`config.mk`:
```
export PLATFORM = sky130hd
export DESIGN_NAME = ex_issue_reg
export DESIGN_NICKNAME = d
export VERILOG_FILES = /design/src/rtl/ex_issue_reg.sv
export SDC_FILE = /design/constraint.sdc
export NUM_CORES = 1
export LEC_CHECK = 0
export BUFFER_PORTS_ARGS = -buffer_cell sky130_fd_sc_hd__buf_4
export CAP_MARGIN = 30
export CORE_MARGIN = 2
export CORE_UTILIZATION = 45
export DETAILED_ROUTE_END_ITERATION = 12
export PLACE_DENSITY_LB_ADDON = 0.2
export SLEW_MARGIN = 20
export SYNTH_ARGS = -nofsm -noshare
export SYNTH_HDL_FRONTEND = slang
export SYNTH_SLANG_ARGS = --single-unit
```
`constraint.sdc`:
```
create_clock -name clk -period 3.6 [get_ports clk]
set_input_delay 0.54 -clock clk [delete_from_list [all_inputs] [get_ports clk]]
set_output_delay 0.54 -clock clk [all_outputs]
set_load 0.1 [all_outputs]
```
`src/rtl/ex_issue_reg.sv`:
```
// ex_issue_reg
//   ID/EX boundary register in front of the EX-stage ALU. Decodes an RV32I
//   instruction into an ALU control code and registered operands, and carries
//   the destination register with a valid/stall/flush handshake.
//
//   Optional build macro: EX_BYPASS_EN
//     defined   -> the previous EX result is forwarded into the rs1/rs2
//                  operands when the held instruction writes that register.
//     undefined -> operands come only from rs1_data/rs2_data.
//
//   Ports
//     clk, rst           clock, synchronous active-high reset
//     in_valid, inst, pc decode-stage instruction, its PC
//     rs1_data, rs2_data register-file read data for inst[19:15]/inst[24:20]
//     stall              hold every register
//     flush              replace the incoming instruction with a bubble
//     ex_result          ALU result of the instruction currently held here
//     in_ready           ~stall
//     out_valid          register holds a live instruction
//     aluin1, aluin2     registered ALU operands
//     aluCtrl            registered ALU operation (ALUCTRL_*)
//     rd_o, we_o         destination register and its write enable
//     illegal_o          unsupported opcode / funct encoding
module ex_issue_reg #(
    parameter int unsigned XLEN = 32
) (
    input  logic            clk,
    input  logic            rst,
    input  logic            in_valid,
    input  logic [31:0]     inst,
    input  logic [XLEN-1:0] pc,
    input  logic [XLEN-1:0] rs1_data,
    input  logic [XLEN-1:0] rs2_data,
    input  logic            stall,
    input  logic            flush,
    input  logic [XLEN-1:0] ex_result,
    output logic            in_ready,
    output logic            out_valid,
    output logic [XLEN-1:0] aluin1,
    output logic [XLEN-1:0] aluin2,
    output logic [3:0]      aluCtrl,
    output logic [4:0]      rd_o,
    output logic            we_o,
    output logic            illegal_o
);

    typedef enum logic [3:0] {
        ALUCTRL_AD   = 4'd0,
        ALUCTRL_SUB  = 4'd1,
        ALUCTRL_SLL  = 4'd2,
        ALUCTRL_SLT  = 4'd3,
        ALUCTRL_SLTU = 4'd4,
        ALUCTRL_XOR  = 4'd5,
        ALUCTRL_SRL  = 4'd6,
        ALUCTRL_SRA  = 4'd7,
        ALUCTRL_OR   = 4'd8,
        ALUCTRL_AND  = 4'd9
    } alu_ctrl_e;

    typedef enum logic [6:0] {
        OPC_OP     = 7'b0110011,
        OPC_OPIMM  = 7'b0010011,
        OPC_LOAD   = 7'b0000011,
        OPC_STORE  = 7'b0100011,
        OPC_BRANCH = 7'b1100011,
        OPC_JAL    = 7'b1101111,
        OPC_JALR   = 7'b1100111,
        OPC_LUI    = 7'b0110111,
        OPC_AUIPC  = 7'b0010111
    } opcode_e;

    // Registered state
    logic            valid_q;
    logic [31:0]     a1_q, a2_q;
    alu_ctrl_e       ctrl_q;
    logic [4:0]      rd_q;
    logic            we_q, ill_q;

    // Decoded next values for a live instruction
    logic [31:0]     a1_d, a2_d;
    alu_ctrl_e       ctrl_d;
    logic [4:0]      rd_d;
    logic            we_d, ill_d;

    logic [6:0]  funct7;
    logic [2:0]  funct3;
    logic [4:0]  rd_f;
    logic [31:0] imm_i, imm_s, imm_b, imm_u, imm_j, shamt;
    logic [31:0] op1, op2;

    assign funct7 = inst[31:25];
    assign funct3 = inst[14:12];
    assign rd_f   = inst[11:7];

    assign imm_i = {{20{inst[31]}}, inst[31:20]};
    assign imm_s = {{20{inst[31]}}, inst[31:25], inst[11:7]};
    assign imm_b = {{19{inst[31]}}, inst[31], inst[7], inst[30:25], inst[11:8], 1'b0};
    assign imm_u = {inst[31:12], 12'b0};
    assign imm_j = {{11{inst[31]}}, inst[31], inst[19:12], inst[20], inst[30:21], 1'b0};
    assign shamt = {27'b0, inst[24:20]};

`ifdef EX_BYPASS_EN
    // Forward only from a live, register-writing instruction; we_q already
    // implies rd_q != 0, the explicit test keeps x0 out regardless.
    logic byp1, byp2;
    assign byp1 = valid_q && we_q && (rd_q != 5'd0) && (rd_q == inst[19:15]);
    assign byp2 = valid_q && we_q && (rd_q != 5'd0) && (rd_q == inst[24:20]);
    assign op1  = byp1 ? ex_result : rs1_data;
    assign op2  = byp2 ? ex_result : rs2_data;
`else
    logic unused_ex_result;
    assign unused_ex_result = ^ex_result;
    assign op1 = rs1_data;
    assign op2 = rs2_data;
`endif

    always_comb begin
        a1_d   = '0;
        a2_d   = '0;
        ctrl_d = ALUCTRL_AD;
        rd_d   = rd_f;
        we_d   = 1'b0;
        ill_d  = 1'b0;
        case (inst[6:0])
            OPC_OP: begin
                a1_d = op1;
                a2_d = op2;
                we_d = 1'b1;
                if (funct7 != 7'b0000000 && funct7 != 7'b0100000)
                    ill_d = 1'b1;
                case (funct3)
                    3'b000: ctrl_d = inst[30] ? ALUCTRL_SUB : ALUCTRL_AD;
                    3'b001: begin
                        ctrl_d = ALUCTRL_SLL;
                        a2_d   = {27'b0, op2[4:0]};
                    end
                    3'b010: ctrl_d = ALUCTRL_SLT;
                    3'b011: ctrl_d = ALUCTRL_SLTU;
                    3'b100: ctrl_d = ALUCTRL_XOR;
                    3'b101: begin
                        ctrl_d = inst[30] ? ALUCTRL_SRA : ALUCTRL_SRL;
                        a2_d   = {27'b0, op2[4:0]};
                    end
                    3'b110: ctrl_d = ALUCTRL_OR;
                    default: ctrl_d = ALUCTRL_AND;
                endcase
            end
            OPC_OPIMM: begin
                a1_d = op1;
                a2_d = imm_i;
                we_d = 1'b1;
                case (funct3)
                    3'b000: ctrl_d = ALUCTRL_AD;
                    3'b001: begin
                        ctrl_d = ALUCTRL_SLL;
                        a2_d   = shamt;
                        if (funct7 != 7'b0000000) ill_d = 1'b1;
                    end
                    3'b010: ctrl_d = ALUCTRL_SLT;
                    3'b011: ctrl_d = ALUCTRL_SLTU;
                    3'b100: ctrl_d = ALUCTRL_XOR;
                    3'b101: begin
                        a2_d = shamt;
                        if (funct7 == 7'b0000000)      ctrl_d = ALUCTRL_SRL;
                        else if (funct7 == 7'b0100000) ctrl_d = ALUCTRL_SRA;
                        else                           ill_d  = 1'b1;
                    end
                    3'b110: ctrl_d = ALUCTRL_OR;
                    default: ctrl_d = ALUCTRL_AND;
                endcase
            end
            OPC_LOAD: begin
                a1_d = op1;
                a2_d = imm_i;
                we_d = 1'b1;
            end
            OPC_STORE: begin
                a1_d = op1;
                a2_d = imm_s;
            end
            OPC_BRANCH: begin
                a1_d = pc;
                a2_d = imm_b;
            end
            OPC_JAL: begin
                a1_d = pc;
                a2_d = imm_j;
                we_d = 1'b1;
            end
            OPC_JALR: begin
                a1_d = op1;
                a2_d = imm_i;
                we_d = 1'b1;
            end
            OPC_LUI: begin
                a2_d = imm_u;
                we_d = 1'b1;
            end
            OPC_AUIPC: begin
                a1_d = pc;
                a2_d = imm_u;
                we_d = 1'b1;
            end
            default: ill_d = 1'b1;
        endcase

        // An illegal instruction still flows through as valid but must not
        // write back or drive a meaningful operation.
        if (ill_d) begin
            a1_d   = '0;
            a2_d   = '0;
            ctrl_d = ALUCTRL_AD;
            rd_d   = 5'd0;
            we_d   = 1'b0;
        end else if (rd_f == 5'd0) begin
            we_d = 1'b0;
        end
    end

    // Reset, flush and an idle (unstalled, invalid) input all load the same
    // bubble; flush wins over stall.
    always_ff @(posedge clk) begin
        if (rst || flush || (!stall && !in_valid)) begin
            valid_q <= 1'b0;
            a1_q    <= '0;
            a2_q    <= '0;
            ctrl_q  <= ALUCTRL_AD;
            rd_q    <= 5'd0;
            we_q    <= 1'b0;
            ill_q   <= 1'b0;
        end else if (!stall) begin
            valid_q <= 1'b1;
            a1_q    <= a1_d;
            a2_q    <= a2_d;
            ctrl_q  <= ctrl_d;
            rd_q    <= rd_d;
            we_q    <= we_d;
            ill_q   <= ill_d;
        end
    end

    assign in_ready  = ~stall;
    assign out_valid = valid_q;
    assign aluin1    = a1_q;
    assign aluin2    = a2_q;
    assign aluCtrl   = ctrl_q;
    assign rd_o      = rd_q;
    assign we_o      = we_q;
    assign illegal_o = ill_q;

endmodule

```
==> impl_summary.md, run 1 <==
Yosys
Sorting the synthesized cells by area gives the leading types as dfxtp_1, nand2_1, a22oi_1, o21ai_0, a221oi_1. The number of standard cells after synthesis is 430. In this run, synthesis produced a sequential element count of 76. In the synthesized netlist the dominant register cell turns out to be dfxtp_1. The commonest cells after synthesis are nand2_1, dfxtp_1, a22oi_1, o21ai_0, clkbuf_1. The post-synthesis cell type count is 53. The netlist area before placement is 3600 um2. Of all cell types, the one taking the most synthesized area is dfxtp_1. The library cell with the highest instance count after synthesis is nand2_1.

For this run, asynchronously set or reset flops after synthesis account for 0. The proportion of synthesized chip area in sequential cells is 0.423. Counting flops with a built-in enable in the synthesized netlist gives 0. In this run the mean area of a mapped cell was 8.36 um2. The net count after synthesis is 595. The share of the synthesized area in the top cell type is 0.423.

During synthesis, Yosys emitted a total of 0 warnings.

Clocking
Counting along the longest clock path gives a buffer depth of 2. The clock latency reported for the late side of the worst-skew pair is 340 ps. The root buffer cell chosen for the clock tree is clkbuf_8.

The register clock-pin slew on the reported worst setup and hold paths is 80 ps. The number of sinks handled by clock tree synthesis is 76. The number of CTS-inserted buffers is 9. The post-cts resize count is 0. The hold buffer count at cts is 0. The H-tree was split into 3 levels.

TritonCTS built the clock tree. Post-CTS timing repair inserted 0 buffers for setup.

Pwr
The static leakage is 0.00221 uW. The share of total power dissipated in sequential elements is 0.490. The maximum VDD drop is 0.000179 V. Of the total power, combinational logic draws 0.135. The analysis attributes to net switching a power of 431 uW. Of the total power, the share spent switching nets is 0.251. The total power divided by cell area is 320 nW/um2.

Of the total power, the clock network draws 0.374. The total power is 1720 uW. The internal power of the cells totals 1290 uW.

STA
Setup repair after global routing left no endpoint under its margin. The worst pin sits at a relative slew slack of 0.509. The clock skew after layout is 0 ps. The total negative slack is 0 ps. Setup violations remaining at the end of the flow were counted as 0. Timing would allow up to 379 MHz.

Dividing the final minimum period by the clock period gives 0.733. The transition at the pin with the smallest max-transition slack is 737 ps. The final worst hold slack is 434 ps. The final number of max-transition violations is 0. The final count of hold timing violations is 0. The smallest clock period supported by the final layout is computed as 2640 ps.

Detailed routing
After detailed routing, the total wire length is 11.9 mm. In the routed design, unresolved DRC markers number 0. The post-detailed-route wirelength per cell is 16.4 um. The post-detailed-route via-to-cell ratio is 5.70. The count of nets left with antenna violations once routing finished came out at 0. Before antenna repair, the detailed router went through 5 iterations.

After the first detailed-routing iteration, the DRC count stood at 223. The final route contains 4,143 vias.

Placed design
The count of port buffers added during placement is 209. The detailed placer's ending HPWL is 8.75 mm. The routability congestion estimate from global placement is 0.906.

Worst setup path
STA puts the critical path data arrival time at 2910 ps. Along the worst path, the maximum fanout reaches 31. The critical path class is primary input to flip-flop. On the worst path, the slowest cell contributes a delay of 620 ps. Traced cell by cell, the critical path runs through buf_4 -> nor4_1 -> o311a_1 -> o311ai_4 -> or2_2 -> buf_4 -> o21ai_0. The required time of the worst setup path is 3880 ps.

STA classifies the critical path startpoint as a primary input. The library cell appearing most often on the critical path is buf_4. For this design, the slowest cell found on the critical path is nor4_1.

The element type at the critical path end is a flip-flop.

Outcome
The run finished with clean final reports.

GRT
The total overflow left after global routing is 0. The via count of the first global-routing pass is 3,782. The number of antenna violations at the first check in global routing is 0. The wire length of the first global-routing pass is 17.9 mm. The overall global routing resource usage is 0.259. The maximum number of pins on one net before global-route repair is 71.

Cells and area
Of the cells placed in the final design, the portion with a size suffix greater than 1 is 0.386. The net count of the finished layout is 785. From synthesis to final layout, the design area changed by 49.2%. The repair_antennas step left the layout with diodes totalling 0.

Floorplan
The die is 93.4 um tall. The number of placement rows is 32. 242 I/O pins were placed. The placeable core region is 7730 um2.

The die is 93.4 um wide. For this configuration, the core starts out at a cell density of 0.465. The die covers 8720 um2.

Run
The number of max-capacitance violations reported is 0.

Hold path
The classification of the worst-slack hold path is primary input to flip-flop.
==> final cells by class <==
class                   instances  area, um2
fillers                       639       2360
clock buffers                  11        131
multi-input cells             315       1900
flip-flops and latches         76       1520
clock inverters                 5       61.3
repair buffers                215       1610
inverters                       3       11.3
well taps                     102        128
==> flip-flops by register name, summed over array words and instances (netlist names) <==
name and cells:
aluCtrl 4, aluin1 32, aluin2 32, illegal_o 1
out_valid 1, rd_o 5, we_o 1
==> per-stage QoR <==
step | area (um2) | std cells | worst slack, ps | utilization
6_report | 5360 | 727 | 962 | 0.694
5_1_grt | 5360 | 727 | 835 | 0.694
4_1_cts | 5360 | 727 | 1050 | 0.694
3_5_place_dp | 5170 | 711 | 675 | 0.669
3_3_place_gp | 5170 | 711 | 696 | 0.669
2_1_floorplan | 3600 | 430 | 1180 | -
==> per-layer routing <==
metal  wire length [um]  track usage  vias up
met5                  0            0        -
met2               5880        0.441      190
li1                   -            -     1976
met1               4690        0.316     1957
met3               1150       0.0661       20
met4                196       0.0882        0
==> worst max-delay path, delay by kind of cell <==
kind | cells | cell delay [ps]
and+or+nand+nor | 2 | 1190
buffers and inverters | 2 | 450
AOI/OAI and AO/OA | 3 | 710
==> worst paths after layout <==
check | to | slack [ps] | start | cells after the start
setup reg to reg | aluin2[2]$_SDFFE_PP0N_ | 2540 | aluin2[2]$_SDFFE_PP0N_ | 3
setup / recovery | aluin2[28]$_SDFFE_PP0N_ | 960 | inst[28] | 7
hold / removal | rd_o[3]$_SDFFE_PP0N_ | 430 | inst[10] | 2
hold reg to reg | aluin1[27]$_SDFFE_PP0N_ | 450 | aluin1[27]$_SDFFE_PP0N_ | 2
==> logic make-up (layout without fill, tap and decap cells) <==
kind of cell | Yosys count | after routing | synth area share
AOI/OAI and AO/OA | 170 | 170 | 0.336
xor gates and xnor gates | 2 | 2 | 0.00487
buffers and inverters | 39 | 234 | 0.0525
DFF | 76 | 76 | 0.423
muxes | 1 | 1 | 0.00278
and+or+nand+nor | 142 | 142 | 0.181
==> power groups by stage <==
| stage | Combinational [uW] | Sequential [uW] | Clock, uW |
|---|---|---|---|
| 3_3_place_gp | 225 | 862 | 0 |
| 6_report | 232 | 842 | 643 |
| 4_1_cts | 230 | 842 | 655 |
| 5_1_grt | 248 | 842 | 693 |
| 3_5_place_dp | 229 | 862 | 0 |
| 2_1_floorplan | 79.2 | 872 | 0 |
==> placed cells by master (no fill, tap or decap), types with 2 or more instances in the layout <==
master	netlist	final
a32o_1	2	2
o21ai_0	40	40
nand2_1	90	90
a22oi_1	40	40
a211oi_1	4	4
a21boi_1	6	6
clkinvlp_4	0	3
or4_1	2	2
and2_1	2	2
a21oi_1	6	6
nor3_1	7	6
o311a_1	2	2
a21boi_2	2	2
and3_1	3	3
nor2_1	16	16
a22o_1	10	10
inv_1	3	3
clkbuf_1	19	2
o21ai_1	17	17
nor2b_1	4	4
o21a_1	2	2
dfxtp_1	76	76
clkbuf_8	0	9
o32ai_1	2	2
nand3b_1	2	2
or3_4	2	2
a32oi_1	9	9
nand3_1	5	5
a221oi_1	16	16
buf_4	1	215
No activity file was read; power rests on OpenSTA's default activity.
==> inputs of run 2 (changes only) <==
--- a/config.mk
+++ b/config.mk
@@ -7,8 +7,9 @@
 export LEC_CHECK = 0
 export BUFFER_PORTS_ARGS = -buffer_cell sky130_fd_sc_hd__buf_4
 export CAP_MARGIN = 30
+export CORE_ASPECT_RATIO = 2
 export CORE_MARGIN = 2
-export CORE_UTILIZATION = 45
+export CORE_UTILIZATION = 38
 export DETAILED_ROUTE_END_ITERATION = 12
 export PLACE_DENSITY_LB_ADDON = 0.2
 export SLEW_MARGIN = 20
==> constraint.sdc (replaced) <==
create_clock -name clk -period 2.3 [get_ports clk]
set_input_delay 0.345 -clock clk [delete_from_list [all_inputs] [get_ports clk]]
set_output_delay 0.345 -clock clk [all_outputs]
set_load 0.1 [all_outputs]
==> run 2 against run 1 <==
Net effect: sequential power increased by 57%; critical path type unchanged; critical endpoint is now aluin1[19]$_SDFFE_PP0N_; power increased by 75%; global-route usage decreased by 1.8 points; core utilization decreased by 9.3 points; count of clock-buffer cells in the layout unchanged.
==> impl_summary.md, run 2 (synthesis gave the netlist of run 1 again) <==
Outcome
The flow ran to the end, and the final reports show no timing, DRC or antenna violations.

Pwr
Of the total power, the share spent switching nets is 0.242. The total power divided by cell area is 539 nW/um2. Overall power consumption after layout is estimated at 3000 uW. The share of total power dissipated in the clock network is 0.437. The design internal power is 2270 uW. Of the total power, combinational logic draws 0.123. For this design the static power due to leakage is 0.00232 uW. For this design the total switching power over the nets is 728 uW.

VDD sags by at most 0.000385 V. The sequential cell fraction of total power is 0.440.

STA
Setup repair after global routing left no endpoint under its margin. The final count of hold timing violations is 0. The transition at the pin with the smallest max-transition slack is 627 ps.

For the finished layout, the period the worst path requires is 1800 ps. Setup violations remaining at the end of the flow were counted as 0. The final number of max-transition violations came to 0.

The clock arrives with 0 ps of skew. The part of the cycle the worst path needs is 0.783. The total negative slack is 0 ps. The final worst hold slack is 256 ps.

Measured against its own limit, the worst slew margin works out to 0.580. The highest clock frequency the design can meet is 555 MHz.

Clocking
The maximum root-to-sink buffer count is 2. The cell sitting at the root of the clock tree is a clkbuf_16. The post-cts resize count is 0. TritonCTS created 9 clock buffers. The setup fix buffers added after clock tree synthesis is 0. Clock latency on the worst-skew pair, taken at its later pin, is 330 ps. The tree built by TritonCTS fans out to 76 sinks. TritonCTS built the clock tree. Clock-pin slew was measured on the worst setup and hold paths at 60 ps. The H-tree was split into 3 levels. After clock tree synthesis, the flow added hold-fix buffers numbering 0.

Cells and area
Leaving out filler cells and counting taps, the final layout contains 739. The total of fill cells in the finished design is 844. Summing all multi-input logic gate instances after layout gives 1900 um2. Leaving out fill and tap cells, the most frequent cells in the layout are buf_4, nand2_1, dfxtp_1, o21ai_0, a22oi_1.

The net count of the finished layout is 795. The most common cell after layout, fill and taps aside is buf_4. The repair_antennas step left the layout with diodes totalling 0. The layout overhead on the synthesized area is 54.8%. The fraction of final layout cells sized beyond drive strength 1 is 0.397. The flip-flop and latch area is 1520 um2.

Floorplan
The overall die width is 72.8 um. The total die area is 10,300 um2. The floorplan step defined a core boundary enclosing 9260 um2. The die extent in y is 142 um. The starting density of the core is 0.388. Pin placement for this block handled 242 I/O pins. The number of placement rows is 50.

GRT
The overall global routing resource usage is 0.241. Summed over all layers, the global routing overflow is 0. The wire length of the first global-routing pass is 19.2 mm. The number of antenna violations at the first check in global routing is 0. The via count of the first global-routing pass is 3,944. The maximum number of pins on one net before global-route repair is 42.

Placed design
The congestion estimate from routability-driven global placement came to 0.949. Once detailed placement completed, the half-perimeter wirelength came to 9.91 mm. The count of port buffers added during placement is 209. The number of placed instances, taps included is 723.

Worst setup path
The critical path launch point is inst[28]. Of all nets on the critical path, the largest fanout is 34. The slack of the worst reg-to-reg path is 1310 ps.

The critical path endpoint is aluin1[19]$_SDFFE_PP0N_. The destination of the worst register-to-register timing path is aluin2[4]$_SDFFE_PP0N_. The most numerous cell type found on the critical path is buf_4. Data on the critical path is required at its endpoint by 2550 ps. The maximum cell stage delay along the critical path is 370 ps.

By startpoint and endpoint, the worst setup path is classified as primary input to flip-flop. The kind of launch point of the worst setup path is a primary input. Walking the worst path, the cells encountered are buf_4 -> nor4_1 -> buf_4 -> o311a_1 -> o311ai_4 -> or2_2 -> buf_12 -> o21ai_0. At the worst endpoint, the arrival time is 2050 ps. The worst register-to-register path begins at aluin2[4]$_SDFFE_PP0N_. The element type at the critical path end is a flip-flop. Among all stages on the critical path, the largest delay is contributed by or2_2. The length in cells of the worst reg-to-reg path is 3.

Detailed routing
The post-detailed-route wirelength per cell is 17.3 um. The DRC violation total after the first TritonRoute iteration is 215. The post-detailed-route via-to-cell ratio is 5.50.

The first TritonRoute pass finished after 5 iterations. After detailed routing, the number of remaining DRC violations is 0. The count of nets left with antenna violations after detail routing is 0. The final routed wirelength across all metal layers is 12.8 mm. Across all layers, the routed design uses 4,064 vias.

Hold path
The min-delay analysis places its worst path in the category primary input to flip-flop. Along the worst hold path, the cell count comes to 2.

Run
The number of max-capacitance violations reported is 0.
run 2: cell count changes in the layout (fill, tap and decap cells not counted):
cell / change
clkinv_2: +1
buf_12: +3
buf_4: +7
bufinv_16: -1
clkbuf_1: -1
clkbuf_16: +9
clkbuf_8: -8
run 2: how the worst min path moves through the flow:
stage	start	endpoint	slack, ps
floorplan	inst[7]	rd_o[0]$_SDFFE_PP0N_	470
global placement	aluin2[28]$_SDFFE_PP0N_	aluin2[28]$_SDFFE_PP0N_	440
detailed placement	aluin1[29]$_SDFFE_PP0N_	aluin1[29]$_SDFFE_PP0N_	440
CTS	inst[7]	rd_o[0]$_SDFFE_PP0N_	250
global route	inst[8]	rd_o[1]$_SDFFE_PP0N_	250
finish	inst[7]	rd_o[0]$_SDFFE_PP0N_	260
run 2: worst max-delay path, delay by kind of cell:
family          cells  cell delay, ps
simple gates        2             700
buf+inv             3             490
compound gates      3             490
run 2: routing by layer:
| metal | track usage | routed length (um) | part of all wire | vias to the layer above |
|---|---|---|---|---|
| met2 | 0.446 | 6910 | 0.54 | 185 |
| met4 | 0.108 | 397 | 0.031 | 0 |
| met1 | 0.250 | 4570 | 0.36 | 1859 |
| met3 | 0.0497 | 886 | 0.069 | 25 |
| met5 | 0 | 0 | 0 | - |
| li1 | - | - | - | 1995 |
run 2: power by group through the flow:
stage	logic, uW	registers, uW	clock network, uW
3_3_place_gp	362	1350	0
5_1_grt	396	1320	1400
2_1_floorplan	124	1360	0
3_5_place_dp	368	1350	0
6_report	370	1320	1310
4_1_cts	370	1320	1340
run 2: per-stage QoR:
stage | cell area, um2 | utilization | setup slack [ps]
3_5_place_dp | 5290 | 0.571 | 142
4_1_cts | 5570 | 0.601 | 492
2_1_floorplan | 3600 | - | 76.4
5_1_grt | 5570 | 0.601 | 375
6_report | 5570 | 0.601 | 498
3_3_place_gp | 5290 | 0.571 | 260
run 2: area by class of cell:
type / instances / area share
clock buffers: 11 / 0.0436
clock inverters: 5 / 0.00652
inverters: 3 / 0.00202
multi-input cells: 315 / 0.341
flip-flops and latches: 76 / 0.273
well taps: 104 / 0.0234
repair buffers: 225 / 0.310
==> inputs of run 3 (changes only) <==
==> constraint.sdc (replaced) <==
create_clock -name clk -period 1.5 [get_ports clk]
set_input_delay 0.225 -clock clk [delete_from_list [all_inputs] [get_ports clk]]
set_output_delay 0.225 -clock clk [all_outputs]
set_load 0.1 [all_outputs]
==> run 3 against run 2 <==
Net effect: the run now ends with setup timing left; global-route usage increased by 2.0 points; critical path depth fell by 1; critical path type unchanged; cell count rose by 6.5%; setup slack worse by 520 ps; clock power grew 58%; core utilization increased by 6.3 points; first-iteration DRC count is 25% lower; largest cell class is now non-clock buffers; critical endpoint is now aluin2[16]$_SDFFE_PP0N_; sequential share of layout area shrank 2.5 points.
==> impl_summary.md, run 3 (synthesis gave the netlist of run 1 again) <==
Pwr
The analysis attributes to net switching a power of 1210 uW. Summed over all cells, the static leakage comes to 0.00258 uW. For this design the ratio of total power to cell area is 780 nW/um2. Cell internal power was estimated by the tool at 3580 uW.

The part of the total power dissipated in the clock network is 0.431. The switching part of the total is 0.253. Of the total power, registers draw 0.422. The completed layout was analyzed and its total power is 4790 uW. Across the VDD grid, the largest voltage drop is 0.000645 V. Of the total power, combinational logic draws 0.147.

STA
The highest clock frequency the design can meet is 657 MHz. The slack of the critical path is -22.8 ps. In this run the tightest slew margin relative to its limit is 0.690.

The transition at the pin with the smallest max-transition slack is 464 ps. The part of the cycle the worst path needs is 1.02. The final count of hold timing violations was 0.

For the final database, setup skew stands at 0 ps. For the finished layout, the period the worst path requires is 1520 ps. Setup violations remaining at the end of the flow were counted as 1. Setup repair after global routing could not meet its margin everywhere. The final number of max-transition violations came to 0.

Clocking
The deepest level of the CTS H-tree is 3. No sink is reached through more buffers than the 2 on the longest clock path. Buffers inserted during clock tree synthesis total 9.

The register clock-pin slew on the reported worst setup and hold paths is 60 ps. The setup fix buffers added after clock tree synthesis is 0. The cell sitting at the root of the clock tree is a clkbuf_16. The TritonCTS clock tree is built. At the later pin of the worst-skew pair, clock insertion delay measures 330 ps. After clock tree synthesis, the flow added hold-fix buffers numbering 0. The number of sinks handled by clock tree synthesis is 76.

Worst setup path
The critical path ends at aluin2[16]$_SDFFE_PP0N_. The number of buffer and inverter instances along the worst setup path is 2. The kind of launch point of the worst setup path is a primary input. The worst setup path is of the primary input to flip-flop kind.

The slack of the worst reg-to-reg path is 520 ps. The most numerous cell type found on the critical path is or3_4. The startpoint of the worst-slack reg-to-reg timing path is aluin2[1]$_SDFFE_PP0N_. The cell type group with the largest total delay on the critical path is simple AND/OR/NAND/NOR gates. The required time of the worst setup path is 1760 ps. The worst setup path is captured at a flip-flop.

The largest fanout on the critical path is 7. The critical path launch point is inst[6]. The signal on the critical path passes through buf_4 -> or3_4 -> or3_4 -> nor2_8 -> buf_6 -> a21boi_1 -> a32oi_2. The logic depth of the worst path, buffers included is 7. In this design, the stage delay of the slowest critical-path cell is 420 ps.

For the worst flop-to-flop path, the logic depth is 3. The destination of the worst register-to-register timing path is aluin2[1]$_SDFFE_PP0N_. Data arrives at the worst endpoint at 1780 ps.

The master of the slowest instance on the critical path is or3_4.

Run
The number of max-capacitance violations reported is 0.

Placed design
The routability congestion estimate from global placement is 0.886. The pre-CTS setup slack is -544 ps. The count of port buffers added during placement is 209. The detailed placer's ending HPWL is 11.2 mm.

Cells and area
Leaving out fill and tap cells, the most frequent cell in the layout is buf_4. The fraction of final layout cells sized beyond drive strength 1 is 0.485. The antenna diode count is 0. The net count of the finished layout is 843.

The layout overhead on the synthesized area is 70.9%. The top cell types in the final layout, fill and taps aside, are buf_4, nand2_1, dfxtp_1, o21ai_1, a22oi_1.

Detailed routing
For this block, the via count after detailed routing is 4,340. The DRC violation total after the first TritonRoute iteration is 161. The final routed wirelength across all metal layers is 13.7 mm. The count of nets left with antenna violations after detail routing is 0. Using the TritonRoute via totals, the vias-per-cell ratio works out to 5.51. In the final routed layout, each cell accounts on average for 17.4 um. The number of remaining DRC errors is 0. The first-pass iteration count of the detailed router is 4.

Outcome
The checks that failed: setup timing. The flow ran to the end, but the final reports show violations.

GRT
The wire length of the first global-routing pass is 20.7 mm. The number of antenna violations at the first check in global routing is 0. The via count of the first global-routing pass is 4,315. The overall overflow remaining after global route is 0. The maximum number of pins on one net before global-route repair is 48. Across every metal layer, demand over resource in global routing totals 0.261.

Floorplan
The die is 72.8 um wide. The starting density of the core is 0.388. The placeable core region is 9260 um2.

Measured along the y axis, the die boundary spans 142 um. The die covers 10,300 um2. The number of placement rows is 50. The I/O pin count is 242.

Hold path
The classification of the worst-slack hold path is primary input to flip-flop.
## run 3: worst min-delay path by stage
stage	end	slack [ps]	depth (start not counted)	from
after floorplan	rd_o[0]$_SDFFE_PP0N_	350	1	inst[7]
after global placement	aluin1[22]$_SDFFE_PP0N_	440	2	aluin1[22]$_SDFFE_PP0N_
after detailed placement	aluin1[2]$_SDFFE_PP0N_	440	2	aluin1[2]$_SDFFE_PP0N_
after CTS	rd_o[2]$_SDFFE_PP0N_	120	2	inst[9]
after global routing	rd_o[4]$_SDFFE_PP0N_	130	2	inst[11]
final	rd_o[2]$_SDFFE_PP0N_	140	2	inst[9]
## run 3: metrics by stage
| stage | instance area [um2] | hold WS (ps) | cells | util | TNS [ps] |
|---|---|---|---|---|---|
| floorplan | 3800 | 350 | 430 | - | -10710 |
| global placement | 5810 | 435 | 771 | 0.628 | -30770 |
| detailed placement | 5810 | 443 | 771 | 0.628 | -33000 |
| CTS | 6120 | 123 | 787 | 0.661 | 0 |
| global route | 6150 | 135 | 787 | 0.664 | -809 |
| finish | 6150 | 137 | 787 | 0.664 | -22.8 |
## run 3: cell type report
class	count	area, um2
fillers	823	3110
well taps	104	130
inverters	3	15.0
repair buffers	273	2140
clock inverters	6	45.0
clock buffers	10	239
flip-flops and latches	76	1530
multi-input cells	315	2060
## run 3: worst register-to-register path, stage by stage (launching register included)
cell and delay [ps]:
dfxtp_2 330, a22o_1 220, a221oi_1 220, a211oi_1 90
## run 3: power groups by stage
stage / clock network [uW] / logic [uW] / registers (uW)
after floorplan: 0 / 218 / 2090
after global placement: 0 / 690 / 2070
after detailed placement: 0 / 696 / 2070
after CTS: 2110 / 702 / 2020
after global routing: 2200 / 750 / 2020
final: 2070 / 704 / 2020
## run 3: per-layer routing
layer	part of all wire	track usage
met3	0.070	0.0575
met1	0.32	0.242
met2	0.58	0.510
met4	0.032	0.120
met5	0	0
## run 3: timing repair
action / CTS / global route
endpoints found under the setup margin: 60 / 52
resized for setup: 5 / 23
pin swaps: 1 / 2
